[config.mk]
export PLATFORM = sky130hd
export DESIGN_NAME = ext_sram_ctl
export DESIGN_NICKNAME = d
export VERILOG_FILES = /design/src/rtl/ext_sram_pkg.sv /design/src/rtl/ext_sram_ctl.sv
export SDC_FILE = /design/constraint.sdc
export NUM_CORES = 1
export LEC_CHECK = 0
export CORE_UTILIZATION = 40
export DETAILED_ROUTE_END_ITERATION = 8
export MAX_ROUTING_LAYER = met4
export PLACE_DENSITY = 0.79
export SLEW_MARGIN = 20
export SYNTH_ARGS = -nofsm -noshare
export SYNTH_HDL_FRONTEND = slang
export SYNTH_SLANG_ARGS = --single-unit
[constraint.sdc]
create_clock -name clk -period 2.38 [get_ports clk]
set_input_delay 0.238 -clock clk [delete_from_list [all_inputs] [get_ports clk]]
set_output_delay 0.238 -clock clk [all_outputs]
set_load 0.02 [all_outputs]
[src/rtl/ext_sram_pkg.sv]
// Shared definitions for the external asynchronous SRAM controller:
// state encoding, half-word phase constants and default chip timing.
package ext_sram_pkg;

    typedef enum logic [1:0] {
        IDLE = 2'd0,
        ACC  = 2'd1,
        GAP  = 2'd2,
        RESP = 2'd3
    } state_t;

    localparam logic PH_LO = 1'b0;
    localparam logic PH_HI = 1'b1;

    localparam int DEF_SRAM_AW     = 18;
    localparam int DEF_WAIT_CYCLES = 2;

endpackage

[src/rtl/ext_sram_ctl.sv]
// Serves 32-bit core requests as two 16-bit accesses (low half, then high half)
// to an external async SRAM. Optional macro EXT_SRAM_FASTREAD_EN drops the mid-read GAP.
//
// state | meaning
// ------+---------------------------------------------------------------
// IDLE  | waiting for valid; request fields latched on acceptance
// ACC   | chip strobed for WAIT_CYCLES cycles on the current half-word
// GAP   | strobe released, address and write data held for one cycle
// RESP  | one-cycle ready pulse back to the requester
module ext_sram_ctl
    import ext_sram_pkg::*;
#(
    parameter int SRAM_AW     = DEF_SRAM_AW,
    parameter int WAIT_CYCLES = DEF_WAIT_CYCLES
) (
    input  logic               clk,
    input  logic               reset,
    input  logic               valid,
    output logic               ready,
    input  logic [31:0]        addr,
    input  logic [31:0]        dtw,
    output logic [31:0]        dtr,
    input  logic               rw,
    output logic [SRAM_AW-1:0] sram_addr,
    output logic [15:0]        sram_dq_out,
    input  logic [15:0]        sram_dq_in,
    output logic               sram_dq_oe,
    output logic               sram_ce_n,
    output logic               sram_oe_n,
    output logic               sram_we_n
);

    localparam int CW = $clog2(WAIT_CYCLES + 1);
    localparam logic [CW-1:0] CNT_LAST = CW'(WAIT_CYCLES - 1);

    state_t             r_state;
    logic               r_phase;
    logic [CW-1:0]      r_cnt;
    logic [SRAM_AW-2:0] r_addr;
    logic [31:0]        r_dtw;
    logic               r_rw;
    logic               r_ready;
    logic [31:0]        r_dtr;
    logic               r_ce_n;
    logic               r_oe_n;
    logic               r_we_n;
    logic               r_dq_oe;

    state_t             w_state_nxt;
    logic               w_phase_nxt;
    logic [CW-1:0]      w_cnt_nxt;
    logic               w_accept;
    logic               w_capture;
    logic               w_rw_nxt;
    logic               w_acc_nxt;
    logic               w_act_nxt;
    logic [33-SRAM_AW:0] w_unused_addr;

    // Only the chip-sized word index is kept, so larger addresses alias.
    assign w_unused_addr = {addr[31:SRAM_AW+1], addr[1:0]};

    always_comb begin
        w_state_nxt = r_state;
        w_phase_nxt = r_phase;
        w_cnt_nxt   = r_cnt;
        w_accept    = 1'b0;
        w_capture   = 1'b0;
        case (r_state)
            IDLE: begin
                if (valid) begin
                    w_accept    = 1'b1;
                    w_phase_nxt = PH_LO;
                    w_cnt_nxt   = '0;
                    w_state_nxt = ACC;
                end
            end
            ACC: begin
                if (r_cnt == CNT_LAST) begin
                    w_capture = ~r_rw;
                    w_cnt_nxt = '0;
`ifdef EXT_SRAM_FASTREAD_EN
                    if (!r_rw && (r_phase == PH_LO)) begin
                        w_phase_nxt = PH_HI;
                    end else begin
                        w_state_nxt = GAP;
                    end
`else
                    w_state_nxt = GAP;
`endif
                end else begin
                    w_cnt_nxt = r_cnt + CW'(1);
                end
            end
            GAP: begin
                if (r_phase == PH_LO) begin
                    w_phase_nxt = PH_HI;
                    w_cnt_nxt   = '0;
                    w_state_nxt = ACC;
                end else begin
                    w_state_nxt = RESP;
                end
            end
            RESP: begin
                w_state_nxt = IDLE;
            end
            default: begin
                w_state_nxt = IDLE;
            end
        endcase
    end

    // Strobes are registered from the next state so the pins never glitch.
    assign w_rw_nxt  = w_accept ? rw : r_rw;
    assign w_acc_nxt = (w_state_nxt == ACC);
    assign w_act_nxt = (w_state_nxt == ACC) || (w_state_nxt == GAP);

    always_ff @(posedge clk) begin
        if (reset) begin
            r_state <= IDLE;
            r_phase <= PH_LO;
            r_cnt   <= '0;
            r_addr  <= '0;
            r_dtw   <= '0;
            r_rw    <= 1'b0;
            r_ready <= 1'b0;
            r_dtr   <= '0;
            r_ce_n  <= 1'b1;
            r_oe_n  <= 1'b1;
            r_we_n  <= 1'b1;
            r_dq_oe <= 1'b0;
        end else begin
            r_state <= w_state_nxt;
            r_phase <= w_phase_nxt;
            r_cnt   <= w_cnt_nxt;
            if (w_accept) begin
                r_addr <= addr[SRAM_AW:2];
                r_dtw  <= dtw;
                r_rw   <= rw;
            end
            if (w_capture) begin
                if (r_phase == PH_HI) begin
                    r_dtr[31:16] <= sram_dq_in;
                end else begin
                    r_dtr[15:0] <= sram_dq_in;
                end
            end
            r_ready <= (w_state_nxt == RESP);
            r_ce_n  <= ~w_act_nxt;
            r_oe_n  <= ~(w_acc_nxt & ~w_rw_nxt);
            r_we_n  <= ~(w_acc_nxt & w_rw_nxt);
            r_dq_oe <= w_act_nxt & w_rw_nxt;
        end
    end

    assign ready       = r_ready;
    assign dtr         = r_dtr;
    assign sram_addr   = {r_addr, r_phase};
    assign sram_dq_out = (r_phase == PH_HI) ? r_dtw[31:16] : r_dtw[15:0];
    assign sram_dq_oe  = r_dq_oe;
    assign sram_ce_n   = r_ce_n;
    assign sram_oe_n   = r_oe_n;
    assign sram_we_n   = r_we_n;

endmodule
# Word level (Yosys, flattened, before mapping)
# Index checks and enable logic that the tools add are counted.
# word_totals
register_bits	92
output_inout_bits	71
word_cells	56
in_bits	84
# op_classes
muxes	16
n_addsub	1
eq_ne	9
n_bitwise	9
reduce_logical	8
# ops
cell	count
two-way mux 16 bit	1
two-way mux 2 bit	6
== test 2 bit, second input constant	4
case mux 2 bit (4 select lines)	1
== test 2 x 1 -> 1 bit, second input constant	3
two-way mux 1 bit	6
NOT 1 bit	6
case mux 2 bit (3 select lines)	1
AND reduction 2 bit	3
inequality test 2 bit, second input constant	2
bitwise AND 1 bit	3
AND reduction 3 bit	1
nonzero test 3 bit	1
adder 2 x 1 -> 2 bit, second input constant	1
logical NOT 2 bit	1
case mux 1 bit (2 select lines)	1
nonzero test 2 bit	1
logical OR 1 bit	1

# Depth between registers and ports, before layout
# depth
word_depth	6
ltp_mapped	7
ltp_nobuf	6

# Worst setup path before layout
# No wires, ideal clock.
# synth_path
path_kind	reg-to-output
from	register r_phase
to	output port sram_dq_out[10]
path_buffers	2
slack_ns	0.770
t_required_ns	2.142
path_stages_with_launch	4
arrival_ns	1.372
cell_sequence	dfxtp_1 buf_2 buf_1 mux2_2
# synth_via
elab_chain_cells	1
# synth_lines
item	line	source
start, declared	ext_sram_ctl.sv:37	logic r_phase;
start signal, assigned	ext_sram_ctl.sv:133	r_phase <= w_phase_nxt;
two-way mux 16 bit	ext_sram_ctl.sv:158	assign sram_dq_out = (r_phase == PH_HI) ? r_dtw[31:16] : r_dtw[15:0];
end, declared	ext_sram_ctl.sv:25	output logic [15:0] sram_dq_out,
# No other way between the ends.

# Final worst setup path
# layout_path
from	register r_phase
to	output port sram_dq_out[4]
# Same word-level chain as after synthesis.

==> results.yml <==
synthesis:
  synth_area_um2: 3560
  syn_avg_cell_area_um2: 8.87
  yosysWarnings: 0
  synth_cells: 401
  synth_area_leader_cell: "dfxtp_1"
  yosys.area.top_type_share_pct: 51.8
  synth_area_leaders: "dfxtp_1 52%, nand2_1 16%, mux2i_1 9.6%, a21oi_1 7.2%, mux2_2 5.1%"
  synthAdderAreaFrac_pct: 0.703
  synth_edf_count: 0
  synthTopCellsByCount: "148 x nand2_1, 92 x dfxtp_1, 51 x a21oi_1"
  synth_cell_types: 32
  synth_seq_area_share_pct: 51.8
  synthArstFlopShare_pct: 0
  ys_seq_elements: 92
  yosysMostFrequentCell: "nand2_1"
  synth_mux_area_share_pct: 14.6
  yosys.area_share.xor_xnor_pct: 0.246
  synthFlopType: "dfxtp_1"
  syn_nets: 487
  synth_compound_area_share_pct: 8.05
  synth_top_family_by_area: "simple AND/OR/NAND/NOR gates"
  synth-simple-area-share_pct: 19.8
global_routing:
  met1_usage_pct: 21.6
  met3_usage_pct: 4.50
  top_usage_layer: "met2"
  grt_pass1_vias: 2876
  use_met2_pct: 32.0
  grt_start_max_net_pins: 55
  grt_pass1_wl_um: 13100
  grtUsageTotal_pct: 19.1
  antenna_found_initial: 0
  grt_overflow: 0
timing:
  post-route-min-period_ns: 2.10
  max_clock_freq_ghz: 0.475
  hold_violations: 0
  slew_viol_final: 0
  slew_headroom_pct: 46.0
  fin_skew_ns: 0.0130
  worst_pin_slew_ns: 0.808
  holdWs_ns: 0.405
  rsz0062_at_grt: "no"
  tns_ns: 0
  finalCritPeriodShare_pct: 88.4
  setup_viol_count_final: 0
floorplanning:
  die_height_um: 96.3
  ios: 155
  initial_core_util_pct: 41.0
  rows: 34
  die-area_um2: 9270
  fp.dieW_um: 96.3
  coreArea_um2: 8680
cts:
  root_buffer: "clkbuf_8"
  cts.htree.levels: 3
  clk-insertion-delay-late_ns: 0.37
  clk_pin_slew_worst_paths_ns: 0.10
  clock-sinks: 92
  clk_path_buf_depth: 2
  cts_made_buffers: 9
  ctsResizeCount: 0
  cts_hold_buffers: 0
  cts_setup_buffers: 0
  tritoncts: "yes"
setup_path:
  crit_arrival_ns: 1.87
  r2r_start: "r_phase"
  cp_slowest_stage_delay_ns: 0.55
  crit_path_end_kind: "output pin"
  cp.required_ns: 2.14
  cp_max_fo: 14
  crit_chain: "buf_4 -> mux2_2 -> clkdlybuf4s50_1"
  cp_slowest_cell: "clkdlybuf4s50_1"
  path_buf_inv: 2
  critical_path_class: "reg -> out"
  crit_family: "buffers and inverters"
  startpoint: "r_phase"
  start_kind: "flip-flop"
cells_and_area:
  drive_above_1_share_pct: 8.46
  nets: 613
  multi_input_area_um2: 1550
  area_growth_pct: 44.7
  diodes: 0
  regArea_um2: 1840
  fillers: 769
routing:
  drc: 0
  dr.pass1.iters: 4
  via_per_inst: 4.91
  postRouteAntennaNets: 0
  drtIter0Drc: 88
  post_drt_wl_per_cell_um: 13.5
  routed_wl_um: 8670
  vias: 3145
place:
  io_buffer_count: 139
  gp_congestion: 0.780
  dp_hpwl_um: 5930
pwr:
  power_leakage_nw: 2.03
  vdd_drop_max_uv: 304
  power.density_nw_per_um2: 605
  p_total_mw: 3.11
worst_hold_path:
  min_path_type: "in -> reg"
  worstHoldStart: "dtw[10]"
status:
  status: "complete, no violations"
job:
  drv_cap: 0
area by class of cell:
class                           instances  area share [%]
Timing Repair Buffer                  145            27.8
Inverter                                3           0.219
Sequential cell                        92            35.8
Tap cell                              108            2.62
Multi-Input combinational cell        276            30.1
Clock inverter                          7            1.07
Clock buffer                            9            2.41
cell families (layout without fill, tap and decap cells):
logic type / count (synthesis) / in the layout
AND/OR/NAND/NOR: 168 / 168
flip-flops: 92 / 92
AO/OA/AOI/OAI: 55 / 55
multiplexers: 50 / 50
buffers and inverters: 33 / 164
adder cells (fa/ha/maj): 2 / 2
XOR/XNOR: 1 / 1
power by group:
group | total, mW | switching [mW] | internal (mW) | leakage [nW]
sequential | 1.65 | 0.0390 | 1.61 | 0.750
clock | 0.982 | 0.590 | 0.392 | 0.0870
combinational | 0.485 | 0.233 | 0.252 | 1.20
metal layers:
| layer | vias to the layer above | part of all wire (%) |
|---|---|---|
| met3 | 15 | 3.9 |
| met4 | 0 | 2.4 |
| met2 | 75 | 52 |
| li1 | 1557 | - |
| met1 | 1498 | 42 |
| met5 | - | 0 |
sequential cells by signal (all words and copies together) (netlist names):
signal      flops
sram_oe_n       1
dtr            32
sram_ce_n       1
r_dtw          32
sram_we_n       1
r_phase         1
r_rw            1
r_state         2
r_cnt           2
sram_dq_oe      1
r_addr         17
ready           1
worst reg2reg max path: cells and delay by family (launching register included):
| family | cells | cell delay (ns) |
|---|---|---|
| buf+inv | 2 | 0.32 |
| flops | 1 | 0.34 |
| mux | 1 | 0.19 |
| simple gates | 1 | 0.70 |
through the flow:
| stage | setup slack, ns | instance area, um2 | utilization, % | instances |
|---|---|---|---|---|
| after floorplan | 0.770 | 3560 | - | 401 |
| after CTS | 0.257 | 5150 | 59.3 | 640 |
| after global placement | 0.416 | 4970 | 57.3 | 624 |
| after detailed placement | 0.380 | 4970 | 57.3 | 624 |
| after global routing | 0.197 | 5150 | 59.3 | 640 |
| final | 0.277 | 5150 | 59.3 | 640 |
cell usage in the layout, fill, tap and decap left out, drive strengths merged:
cell,n
nand2,148
clkdlybuf4s50,138
dfxtp,92
a21oi,51
mux2i,34
mux2,16
clkbuf,9
buf,7
inv,7
nor2,5
nor2b,3
nand2b,2
ha,2
clkinvlp,2
nand3b,2
and2,2
o22ai,1
a2bb2oi,1
nor3b,1
or3b,1
nor4,1
or4,1
nor3,1
o21ai,1
xnor2,1
o2111a,1
nand3,1
clkinv,1
path summary, 6_finish.rpt:
kind,to,slack [ns],cells past startpoint
max reg2reg,dtr[31],0.71,4
max,sram_dq_out[4],0.28,3
min reg2reg,r_dtw[3],0.46,2
min,r_dtw[10],0.41,3
Note: power is estimated with default switching activity, not from simulation.
